--- src/rtl/ascii_row_to_sensor_data.sv ---
// Parser for "SENS: <digits><term>" ASCII lines. Scales the decimal value by SCALE,
// saturates it to 16 bits and presents it over a valid/ready handshake.
module ascii_row_to_sensor_data #(
  parameter int unsigned MAX_DIGITS = 5,
  parameter int unsigned SCALE      = 10
) (
  input  logic        clk,
  input  logic        rst,
  input  logic [7:0]  in_char,
  input  logic        in_valid,
  output logic        in_ready,
  output logic [15:0] sensor_data,
  output logic        out_valid,
  input  logic        out_ready,
  output logic        sat,
  output logic        err
);

  localparam int unsigned CntW  = $clog2(MAX_DIGITS + 1);
  localparam int unsigned ProdW = 17 + $clog2(SCALE + 1);
  localparam logic [CntW-1:0] MaxCnt = CntW'(MAX_DIGITS);

  typedef enum logic [1:0] {StPrefix, StDigits, StSkip, StHold} state_e;

  state_e            state_q, state_d;
  logic [2:0]        idx_q, idx_d;
  logic [16:0]       acc_q, acc_d;
  logic [CntW-1:0]   cnt_q, cnt_d;
  logic [15:0]       data_q, data_d;
  logic              sat_q, sat_d;
  logic              err_q, err_d;

  logic              accept;
  logic              is_digit, is_eol, is_space;
  logic [7:0]        exp_char;
  logic [ProdW-1:0]  product;

  assign in_ready    = (state_q != StHold);
  assign out_valid   = (state_q == StHold);
  assign sensor_data = data_q;
  assign sat         = sat_q;
  assign err         = err_q;

  assign accept   = in_valid && in_ready;
  assign is_digit = (in_char >= 8'h30) && (in_char <= 8'h39);
  assign is_eol   = (in_char == 8'h0D) || (in_char == 8'h0A);
  assign is_space = (in_char == 8'h20);
  // Full-width product so the saturation test sees every overflowing bit.
  assign product  = ProdW'(acc_q) * ProdW'(SCALE);

  // Character of "SENS: " expected at the current prefix position.
  always_comb begin
    case (idx_q)
      3'd0:    exp_char = 8'h53;
      3'd1:    exp_char = 8'h45;
      3'd2:    exp_char = 8'h4E;
      3'd3:    exp_char = 8'h53;
      3'd4:    exp_char = 8'h3A;
      default: exp_char = 8'h20;
    endcase
  end

  // Next-state logic: prefix match, digit accumulation, discard, result hold.
  always_comb begin
    state_d = state_q;
    idx_d   = idx_q;
    acc_d   = acc_q;
    cnt_d   = cnt_q;
    data_d  = data_q;
    sat_d   = sat_q;
    err_d   = 1'b0;
    unique case (state_q)
      StPrefix: begin
        if (accept) begin
          if (in_char == exp_char) begin
            if (idx_q == 3'd5) begin
              state_d = StDigits;
              acc_d   = '0;
              cnt_d   = '0;
            end else begin
              idx_d = idx_q + 3'd1;
            end
          end else begin
            // A stray 'S' can itself start a new prefix.
            idx_d = (in_char == 8'h53) ? 3'd1 : 3'd0;
          end
        end
      end
      StDigits: begin
        if (accept) begin
          if (is_digit) begin
            if (cnt_q < MaxCnt) begin
              acc_d = acc_q * 17'd10 + 17'(in_char[3:0]);
              cnt_d = cnt_q + 1'b1;
            end else begin
              err_d   = 1'b1;
              state_d = StSkip;
            end
          end else if (is_space && (cnt_q == '0)) begin
            // Leading spaces before the number are tolerated.
          end else if (is_eol || is_space) begin
            if (cnt_q != '0) begin
              state_d = StHold;
              if (product > ProdW'(16'hFFFF)) begin
                data_d = 16'hFFFF;
                sat_d  = 1'b1;
              end else begin
                data_d = product[15:0];
                sat_d  = 1'b0;
              end
            end else begin
              err_d   = 1'b1;
              state_d = StPrefix;
              idx_d   = 3'd0;
            end
          end else begin
            err_d   = 1'b1;
            state_d = StSkip;
          end
        end
      end
      StSkip: begin
        if (accept && is_eol) begin
          state_d = StPrefix;
          idx_d   = 3'd0;
        end
      end
      StHold: begin
        if (out_ready) begin
          state_d = StPrefix;
          idx_d   = 3'd0;
        end
      end
      default: begin
        state_d = StPrefix;
        idx_d   = 3'd0;
      end
    endcase
  end

  // State register with synchronous reset taking priority over everything.
  always_ff @(posedge clk) begin
    if (rst) begin
      state_q <= StPrefix;
      idx_q   <= '0;
      acc_q   <= '0;
      cnt_q   <= '0;
      data_q  <= '0;
      sat_q   <= 1'b0;
      err_q   <= 1'b0;
    end else begin
      state_q <= state_d;
      idx_q   <= idx_d;
      acc_q   <= acc_d;
      cnt_q   <= cnt_d;
      data_q  <= data_d;
      sat_q   <= sat_d;
      err_q   <= err_d;
    end
  end

endmodule
--- config.mk ---
export PLATFORM = sky130hd
export DESIGN_NAME = ascii_row_to_sensor_data
export DESIGN_NICKNAME = d
export VERILOG_FILES = /design/src/rtl/ascii_row_to_sensor_data.sv
export SDC_FILE = /design/constraint.sdc
export NUM_CORES = 1
export LEC_CHECK = 0
export CAP_MARGIN = 15
export CELL_PAD_IN_SITES_DETAIL_PLACEMENT = 1
export CELL_PAD_IN_SITES_GLOBAL_PLACEMENT = 1
export CORE_AREA = 2 2 99 125
export CTS_CLUSTER_DIAMETER = 120
export DETAILED_ROUTE_END_ITERATION = 16
export DIE_AREA = 0 0 101 127
export PLACE_DENSITY_LB_ADDON = 0.2
export SLEW_MARGIN = 20
export SYNTH_ARGS = -nofsm -noshare
export SYNTH_HDL_FRONTEND = slang
export SYNTH_SLANG_ARGS = --single-unit
--- constraint.sdc ---
create_clock -name clk -period 3.1 [get_ports clk]
set_input_delay 0.93 -clock clk [delete_from_list [all_inputs] [get_ports clk]]
set_output_delay 0.93 -clock clk [all_outputs]
set_load 0.01 [all_outputs]
==> results.md <==
| Parameter | Value | Unit |
|---|---|---|
| Routed len/inst | 17.2 | µm |
| Die area | 12800 | µm² |
| Global routing usage summed across all routing layers | 18.6 | % |
| N_diodes | 0 | - |
| Maximum clock insertion buffer count | 2 | - |
| Pins over their slew limit | 0 | - |
| IR Drop Worst-Case VDD | 0.176 | mV |
| Number of distinct library cell variants in the gate-level netlist after synthesis | 59 | - |
| Vias after detailed routing | 3604 | - |
| Placed Instances | 668 | - |
| Area overhead of the layout relative to synthesis | 41.6 | % |
| CTS hold repair buffers | 0 | - |
| Number of register bits inferred by synthesis | 42 | - |
| Maximum clock frequency | 300 | MHz |
| Worst min-delay path category | register to register | - |
| Number of buffers inserted during clock tree synthesis | 5 | - |
| Height of the die | 127 | µm |
| Sort of element at the end of the critical path | register | - |
| Post-synthesis xor/xnor area fraction | 6.42 | % |
| Total power density per cell area | 244 | nW/µm² |
| Combinational family with the most area after synthesis | simple AND/OR/NAND/NOR gates | - |
| Category of the worst setup path launch point | register | - |
| Crit path setup slack, layout | -0.229 | ns |
| Remaining global-route overflow | 0 | - |
| ANT nets after route | 0 | - |
| Floorplan row count | 44 | - |
| Total number of clock tree sinks | 42 | - |
| Share of synthesized flip-flops with an asynchronous set or reset | 0 | % |
| Wire length of the first global-routing pass | 18.9 | mm |
| Instance count of the mapped netlist | 436 | - |
| Starting density of the core | 29.5 | % |
| Number of top-level design ports | 32 | - |
| Comb pwr share | 8.2 | % |
| Number of synthesis warnings | 0 | - |
| Leak Pwr | 2.04 | nW |
| Netlist Area Pre-Place | 3410 | µm² |
| Horiz. Die Dim | 101 | µm |
| Unrepaired setup endpoints after global routing | yes | - |
| Worst slew slack as a fraction of its limit | 64.3 | % |
| Share of synthesized cell area in and, or, nand and nor gates | 28.4 | % |
| Number of flops mapped to enable cells by yosys | 0 | - |
| Largest fanout on the critical path | 6 | - |
| Final cell count without fillers | 683 | - |
| Total nets after synthesis | 490 | - |
| Arr. time, crit path | 3.50 | ns |
| Number of buffers inserted by port buffering | 31 | - |
| Crit path required time | 3.27 | ns |
| Minimum setup slack after placement | -0.650 | ns |
| P_int | 0.905 | mW |
| Fin area | 4830 | µm² |
| Part of the power in the clock network | 45.6 | % |
| Register area share after synthesis | 24.7 | % |
| Clock-pin transition on the worst setup and hold timing paths | 0.06 | ns |
| Worst-Margin Slew | 0.535 | ns |
| Final Util | 41.8 | % |
| Final HPWL from detailed placement | 9.19 | mm |
| Post-placement cell area | 4450 | µm² |
| Critical Setup Path Class | register to register | - |
| Placeable core area | 11600 | µm² |
| Violations in the final reports | negative setup slack | - |
| First-iteration detailed-routing DRC count | 112 | - |
| Mean number of vias per cell | 5.28 | - |
| Fin crit period | 3.33 | ns |
| Latest clock arrival within the worst-skew pair | 0.29 | ns |
| RD Place Congestion | 0.797 | - |
| Synth Area in Adders | 15.8 | % |
| Most common library cell in the layout ignoring fill and taps | sky130_fd_sc_hd__buf_4 | - |
| Switch share | 23.2 | % |
| Part of the total power dissipated in sequential elements | 46.2 | % |
| CTS tree | done | - |
| Root buf cell | sky130_fd_sc_hd__clkbuf_16 | - |
| Result of the run | complete, but fails checks | - |
| Ratio of cells with drive above 1 in the final layout | 27.2 | % |
| Antenna violations before repair | 0 | - |
| Number of endpoints with negative hold slack in the final report | 0 | - |
| Primary FF master, synth | sky130_fd_sc_hd__dfxtp_1 | - |
| Fraction of the mapped netlist area in compound gates | 19.1 | % |
| DRC violation count after routing | 0 | - |
| H-Tree Level Count | 2 | - |
| Mux share of post-synthesis cell area | 1.17 | % |
| Maximum clock skew at final layout | 0.00688 | ns |
| Max-cap violations | 0 | - |
| Average instance area after synthesis | 7.82 | µm² |
| Layout Nets | 598 | - |
| Switching Power | 0.273 | mW |
| Number of endpoints failing setup at the final stage | 16 | - |
| 1st-pass router iterations | 4 | - |
| Vias in the first global route | 3873 | - |
| Most frequent cells in the layout | sky130_fd_sc_hd__buf_4 (90), sky130_fd_sc_hd__nor2_1 (52), sky130_fd_sc_hd__dfxtp_1 (39) | - |
| Maximum number of pins on one net before global-route repair | 24 | - |
| Final routed wirelength across all metal layers | 11.7 | mm |
| Final critical-path share of the clock period | 107 | % |
## logic make-up after synthesis
family / Yosys count
mux: 4
compound gates: 103
simple gates: 184
fa+ha+maj: 42
buf+inv: 36
flops: 42
xor+xnor: 25
## cells in the mapped netlist, drive strengths merged (5+ instances only)
master,count,area [µm²]
a21oi,29,145
dfxtp,42,841
nor2b,8,50.1
nand2b,9,56.3
nand3b,6,45.0
xnor2,12,105
a21o,5,37.5
ha,40,500
buf,5,32.5
a211oi,8,60.1
nor3,37,210
o21ai,25,125
nand3,14,70.1
clkbuf,16,60.1
inv,15,56.3
xor2,13,114
nand2,28,105
a31oi,5,31.3
o211ai,6,45.0
nor2,56,213
## final timing paths
path	start	to	slack [ns]	cells past startpoint
worst max-delay path	acc_q[3]	sensor_data[15]	-0.23	11
worst min-delay path	acc_q[15]	acc_q[15]	0.49	2
worst max register to register	acc_q[3]	sensor_data[15]	-0.23	11
worst min register to register	acc_q[15]	acc_q[15]	0.49	2
## metal layers
layer	wire length [µm]	vias to the layer above	GRT usage (%)
li1	-	1788	-
met5	0	-	0
met1	4850	1766	20.7
met4	279	0	6.68
met2	6440	36	36.0
met3	150	14	1.81
## worst max-delay path: stages, from the launching register on
cell                       delay, ns
sky130_fd_sc_hd__dfxtp_2        0.34
sky130_fd_sc_hd__ha_4           0.24
sky130_fd_sc_hd__ha_4           0.17
sky130_fd_sc_hd__fa_2           0.40
sky130_fd_sc_hd__a21oi_2        0.18
sky130_fd_sc_hd__o211ai_1       0.21
sky130_fd_sc_hd__o211ai_1       0.33
sky130_fd_sc_hd__nor4b_2        0.30
sky130_fd_sc_hd__o211ai_1       0.14
sky130_fd_sc_hd__or4_4          0.63
sky130_fd_sc_hd__nor2_4         0.18
sky130_fd_sc_hd__a211oi_2       0.09
## metrics by stage
stage / TNS, ns / power [mW] / hold slack (ns)
2_1_floorplan: -1.19 / 0.600 / 0.457
3_3_place_gp: -12.56 / 0.649 / 0.479
3_5_place_dp: -15.43 / 0.652 / 0.493
4_1_cts: -1.47 / 1.19 / 0.503
5_1_grt: -5.38 / 1.22 / 0.512
6_report: -3.15 / 1.18 / 0.487
## power by group through the flow
| stage | logic [mW] | clock network, mW | registers, mW |
|---|---|---|---|
| after global routing | 0.105 | 0.570 | 0.544 |
| after CTS | 0.0970 | 0.554 | 0.543 |
| after global placement | 0.0939 | 0 | 0.556 |
| final | 0.0965 | 0.537 | 0.544 |
| after floorplan | 0.0467 | 0 | 0.554 |
| after detailed placement | 0.0960 | 0 | 0.556 |
## flip-flops by register name, indices dropped and copies added (netlist names)
name and cells:
acc_q 17, cnt_q 3, err 1, idx_q 3
sensor_data 16, state_q 2
## final cells by class
| type | instances | area, µm² |
|---|---|---|
| Clock buffer | 7 | 143 |
| Inverter | 15 | 56.3 |
| Sequential cell | 42 | 845 |
| Multi-Input combinational cell | 359 | 2630 |
| Timing Repair Buffer | 121 | 980 |
| Fill cell | 1372 | 6730 |
| Clock inverter | 1 | 5.00 |
| Tap cell | 138 | 173 |
## repair_timing
item	in CTS	in global routing
cloned	1	0
setup endpoints to repair	25	26
pin swaps	22	21
setup buffers	4	2
resized for setup	30	20
No activity file was read; power rests on OpenSTA's default activity.
==> edit 1, RTL diff (config.mk and constraints unchanged) <==
Take the reset off `data_q` and load it in a clocked block of its own.
--- a/src/rtl/ascii_row_to_sensor_data.sv
+++ b/src/rtl/ascii_row_to_sensor_data.sv
@@ -146,5 +146,4 @@
       acc_q   <= '0;
       cnt_q   <= '0;
-      data_q  <= '0;
       sat_q   <= 1'b0;
       err_q   <= 1'b0;
@@ -154,5 +153,4 @@
       acc_q   <= acc_d;
       cnt_q   <= cnt_d;
-      data_q  <= data_d;
       sat_q   <= sat_d;
       err_q   <= err_d;
@@ -160,3 +158,7 @@
   end
 
+  always_ff @(posedge clk) begin
+    data_q <= data_d;
+  end
+
 endmodule
Formal check against the unedited RTL: differs if rst is asserted again (counterexample within 10 cycles, from zero or initial values and one cycle with rst high); with rst held inactive, the same outputs for 10 cycles.
==> edit 1 against the original RTL <==
  * The run still ends with negative setup slack left
  * Count of clock-buffer cells in the layout up 1
  * Power up 5.4%
  * Synthesized area rose by 0.40%
  * Sequential cell count is 1 higher
  * Final area is 0.75% lower
  * Routed wire length fell by 6.2%
  * Setup slack improved by 0.20 ns
==> edit 1: results (changes against the original RTL) <==
Place
  • DP Cell Count: 586 (-12%)
  • HPWL after DPL: 8430 µm (-8.3%)
  • Pre-CTS setup slack: -0.434 ns (+0.216 ns)
  • GPL Wtd Cong: 0.802 (+0.60%)
  • IO Port Bufs: 31 (unchanged)

Clock network
  • Max Root-Sink Buffers: 2 (unchanged)
  • Worst-path clk slew: 0.07 ns
  • Clock latency on the worst-skew pair: 0.29 ns (about the same)
  • CTS root buffer: clkbuf_16
  • H-tree depth: 2 (unchanged)
  • Number of CTS-inserted buffers: 5 (unchanged)

Detailed routing
  • DR WL/cell: 18.3 µm (+6.8%)
  • WL final: 11,000 µm (-6.2%)
  • DRT iter0 DRCs: 95 (-15%)
  • DRT Pass-1 Iters: 4 (unchanged)
  • Detailed-route vias per instance: 5.29 (+0.22%)

Worst setup path
  • Arrival @ worst endpoint: 3.33 ns (-0.17 ns)
  • Worst-path fanout max: 3 (-3)

Synthesis
  • Synth cell types: 76 (+29%)
  • Synth Net Count: 427 (-13%)
  • Number of synthesized flops with an enable pin: 16 (+16)
  • Yosys warnings: 0 (unchanged)
  • Largest cells by area after synthesis: dfxtp_1, ha_1, edfxtp_1
  • Synth top cells by count: ha_1, nand2_1, nor2_1
  • Ys async rst share: 0% (unchanged)
  • Sequential element share of the synthesized area: 29.8% (+5.2 points)
  • Mean area per synthesized cell: 9.18 µm² (+17%)

Power and ir drop
  • LEAKAGE: 0.00195 µW (-4.5%)
  • Max IR drop VDD: 209 µV (+18%)
  • Psw: 274 µW (+0.34%)

STA
  • Final setup margin: -0.0319 ns (+0.197 ns)
  • Setup total negative slack: -0.0319 ns (+3.12 ns)
  • Worst-Margin Slew: 0.614 ns (+0.0786 ns)
  • Clk_skew: 0.00648 ns (-0.000400 ns)
  • Final setup viols: 1 (-15)

Global route
  • Initial antenna violation count: 0 (unchanged)
  • Vias in the first global route: 3,446 (-11%)
  • Largest net degree at the start of global routing: 19 (-21%)
  • Global-route wire length before repair: 17,100 µm (-9.4%)
  • Total track usage: 16.8% (-1.8 points)

Final layout
  • Diodes inserted: 0 (unchanged)
  • Number of flip-flops under the largest register name: 17 (unchanged)
  • Fillers: 1,333 (-2.8%)
  • Layout cells sized above 1: 27.5% (+0.33 points)
  • Largest Register: acc_q
  • Nets@finish: 515 (-14%)

Status
  • Outcome: complete, but fails checks
  • Failing checks: negative setup slack

Hold path
  • Worst hold path type: flop to flop
==> edit 1: cell types whose count changed in the layout (fill, tap and decap cells not counted), moves of 12 or more <==
cell / change
edfxtp_1: +16
nor3_2: -12
nor3_1: -16
nor2_1: -24
buf_4: -34
dfxtp_1: -15
==> edit 1: repair_timing <==
| action | in CTS | in global routing |
|---|---|---|
| setup buffers | 0 | 4 |
| gates resized for setup | 4 | 43 |
| endpoints found under the setup margin | 21 | 27 |
| pin swaps | 3 | 12 |
| cloned | 0 | 2 |
| hold buffers | 0 | 0 |
==> edit 1: kinds of logic after synthesis <==
| family | synth area share [%] |
|---|---|
| adders and majority gates | 15.8 |
| DFF | 29.8 |
| xor gates and xnor gates | 5.66 |
| muxes | 1.21 |
| and+or+nand+nor | 22.4 |
| buffers and inverters | 3.80 |
| AOI/OAI and AO/OA | 21.3 |
==> edit 1: layout make-up <==
| class | count | share of cell area (%) |
|---|---|---|
| Multi-Input combinational cell | 301 | 52.5 |
| Clock buffer | 8 | 3.26 |
| Timing Repair Buffer | 94 | 18.0 |
| Tap cell | 138 | 3.60 |
| Sequential cell | 43 | 21.4 |
| Inverter | 16 | 1.25 |
==> edit 1: routing by layer <==
layer / vias to the layer above / GRT usage [%] / share of wire [%]
met3: 17 / 1.31 / 1.2
met2: 35 / 33.5 / 56
met5: - / 0 / 0
met1: 1549 / 18.3 / 40
met4: 0 / 5.17 / 2.5
li1: 1572 / - / -
==> edit 1: worst paths after layout <==
path / start / endpoint / slack (ns) / cells past startpoint
min: acc_q[5]$_SDFFE_PP0P_ / acc_q[5]$_SDFFE_PP0P_ / 0.50 / 2
min reg2reg: acc_q[5]$_SDFFE_PP0P_ / acc_q[5]$_SDFFE_PP0P_ / 0.50 / 2
max reg2reg: acc_q[0]$_SDFFE_PP0P_ / acc_q[15]$_SDFFE_PP0P_ / -0.03 / 10
max: acc_q[0]$_SDFFE_PP0P_ / acc_q[15]$_SDFFE_PP0P_ / -0.03 / 10
==> edit 1: stage by stage <==
stage	cell area [µm²]	utilization (%)	hold slack [ns]
floorplan	3450	-	0.453
global route	4790	41.5	0.536
CTS	4510	39.0	0.500
detailed placement	4320	37.4	0.487
global placement	4320	37.4	0.484
finish	4790	41.5	0.502
==> edit 1: worst max-delay path, cell delays in order (launching register included) <==
cell	delay (ns)
dfxtp_1	0.34
ha_1	0.24
ha_4	0.18
fa_2	0.40
a211oi_4	0.25
nor2_1	0.16
nor4_4	0.32
nand4_1	0.18
or3_4	0.44
or3_1	0.33
o211ai_1	0.21
==> edit 1: power by group through the flow <==
stage                     Sequential, µW  Combinational, µW  Clock [µW]
after global placement               595               79.8           0
after CTS                            583               82.0         587
after detailed placement             595               80.2           0
final                                583               81.2         577
after floorplan                      595               33.4           0
after global routing                 582               88.7         610
==> edit 2, RTL diff (config.mk and constraints unchanged) <==
Made on the original files. `SCALE`: 10 -> 20.
--- a/src/rtl/ascii_row_to_sensor_data.sv
+++ b/src/rtl/ascii_row_to_sensor_data.sv
@@ -3,5 +3,5 @@
 module ascii_row_to_sensor_data #(
   parameter int unsigned MAX_DIGITS = 5,
-  parameter int unsigned SCALE      = 10
+  parameter int unsigned SCALE      = 20
 ) (
   input  logic        clk,
Function: changed (a bounded check fails within 10 cycles, from zero or initial values and one cycle with rst high).
==> edit 2 against the original RTL <==
  * Routed wire length grew 7.5%
  * Final area rose by 3.7%
  * Combinational power fell by 5.5%
  * Synthesized area up 6.4%
  * Sequential cell count fell by 1
  * Power increased by 6.0%
  * Setup slack improved by 0.35 ns
  * Worst hold slack better by 0.012 ns
  * Sequential power fell by 3%
  * Critical endpoint is now sensor_data[10]$_SDFFE_PP0P_
==> edit 2: results (changes against the original RTL) <==
Place
  • GPL Wtd Cong: 0.858 (+7.6%)
  • IO Port Bufs: 31 (unchanged)
  • HPWL after DPL: 10,000 µm (+9.1%)
  • DP Cell Count: 665 (-0.45%)

Synthesis
  • Top FF cell, synth: dfxtp_1
  • Mapped Cells: 448 (+2.8%)
  • Largest cells by area after synthesis: dfxtp_1, ha_1, nor2_1
  • Synth Area in Compound Gates: 25.5% (+6.4 points)
  • Xor and xnor area share after synthesis: 4.58% (-1.8 points)
  • Synth Area in Adders: 14.9% (-0.96 points)
  • Synth top cells by count: nor2_1, dfxtp_1, ha_1
  • Ys async rst share: 0% (unchanged)
  • Multiplexer share of the synthesized area: 2.21% (+1.0 points)
  • Synth Net Count: 502 (+2.4%)
  • Synth cell types: 76 (+29%)
  • Sequential element share of the synthesized area: 22.6% (-2.0 points)
  • Yosys warnings: 0 (unchanged)

Worst setup path
  • Arrival @ worst endpoint: 3.15 ns (-0.35 ns)
  • Worst-path fanout max: 4 (-2)

Clock network
  • Max Root-Sink Buffers: 2 (unchanged)
  • CTS root buffer: clkbuf_16
  • Number of CTS-inserted buffers: 5 (unchanged)
  • Clock latency on the worst-skew pair: 0.29 ns (about the same)
  • H-tree depth: 2 (unchanged)
  • Worst-path clk slew: 0.06 ns (about the same)

Global route
  • Total track usage: 19.7% (+1.1 points)
  • Vias in the first global route: 3,995 (+3.2%)
  • Initial antenna violation count: 0 (unchanged)
  • Largest net degree at the start of global routing: 19 (-21%)
  • Global-route wire length before repair: 20,000 µm (+5.9%)

Final layout
  • Largest Register: acc_q
  • Layout Cells excl Fill: 682 (-0.15%)
  • Diodes inserted: 0 (unchanged)
  • Number of flip-flops under the largest register name: 17 (unchanged)
  • Layout cells sized above 1: 25.2% (-2.0 points)
  • Fillers: 1,365 (-0.51%)
  • Nets@finish: 597 (-0.17%)

STA
  • Clk_skew: 0.00801 ns (+0.00112 ns)
  • Worst-Margin Slew: 0.537 ns (+0.00200 ns)

Power and ir drop
  • Max IR drop VDD: 223 µV (+26%)
  • LEAKAGE: 0.00211 µW (+3.4%)

Detailed routing
  • DRT Pass-1 Iters: 4 (unchanged)
  • DR WL/cell: 18.5 µm (+7.6%)
  • DRT iter0 DRCs: 105 (-6.3%)
  • Via count: 3,791 (+5.2%)

Hold path
  • Worst hold path type: flop to flop

Status
  • Outcome: complete, no violations
-- edit 2: critical path, cell delays in order, from the launching register on --
cell	delay, ns
dfxtp_2	0.34
buf_4	0.13
ha_1	0.32
ha_4	0.29
o21ai_2	0.09
o211a_1	0.28
or3_4	0.43
a21boi_4	0.20
nor2_2	0.08
nor4b_4	0.41
buf_4	0.21
a31oi_1	0.09
-- edit 2: timing repair --
item	4_1_cts	5_1_grt
pin swaps	4	23
endpoints found under the setup margin	34	35
endpoints found under the hold margin	0	0
cloned	0	1
setup buffers	2	6
gates resized for setup	14	37
-- edit 2: per-layer routing --
metal / routed length, µm / global-route usage (%) / part of all wire (%)
met5: 0 / 0 / 0
met2: 6680 / 37.6 / 53
met4: 351 / 6.84 / 2.8
met1: 5350 / 22.2 / 42
met3: 214 / 2.19 / 1.7
-- edit 2: logic make-up (layout without fill, tap and decap cells) --
family | Yosys count | count (layout)
compound gates | 138 | 138
xor+xnor | 19 | 19
fa+ha+maj | 42 | 42
buf+inv | 48 | 144
flops | 41 | 41
mux | 8 | 8
simple gates | 152 | 152
-- edit 2: worst paths after layout --
kind,startpoint,to,slack [ns],depth (start not counted)
worst max-delay path,acc_q[3]$_SDFFE_PP0P_,sensor_data[10]$_SDFFE_PP0P_,0.12,11
worst min-delay path,acc_q[4]$_SDFFE_PP0P_,acc_q[4]$_SDFFE_PP0P_,0.50,2
worst max register to register,acc_q[3]$_SDFFE_PP0P_,sensor_data[10]$_SDFFE_PP0P_,0.12,11
worst min register to register,acc_q[4]$_SDFFE_PP0P_,acc_q[4]$_SDFFE_PP0P_,0.50,2
-- edit 2: layout make-up --
class	count	share of cell area [%]
tap	138	3.45
multi-input combinational	359	56.0
sequential	41	16.5
inverter	24	1.80
clock inverter	2	0.749
clock buffer	6	2.77
timing repair buffer	112	18.8
-- edit 2: power by group --
group          switching, µW  internal [µW]
Combinational           45.0           46.2
Clock                    228            402
Sequential             0.103            527
-- edit 2: stage by stage --
step           setup TNS, ns  cell area, µm²  util [%]  setup slack [ns]  power, µW
2_1_floorplan              0            3630         -            0.0312        573
3_3_place_gp          -11.47            4530      39.2            -0.371        623
3_5_place_dp          -13.29            4530      39.2            -0.408        625
4_1_cts                    0            4790      41.4            0.0113       1260
5_1_grt               -0.100            5010      43.3           -0.0206       1280
6_report                   0            5010      43.3             0.117       1250
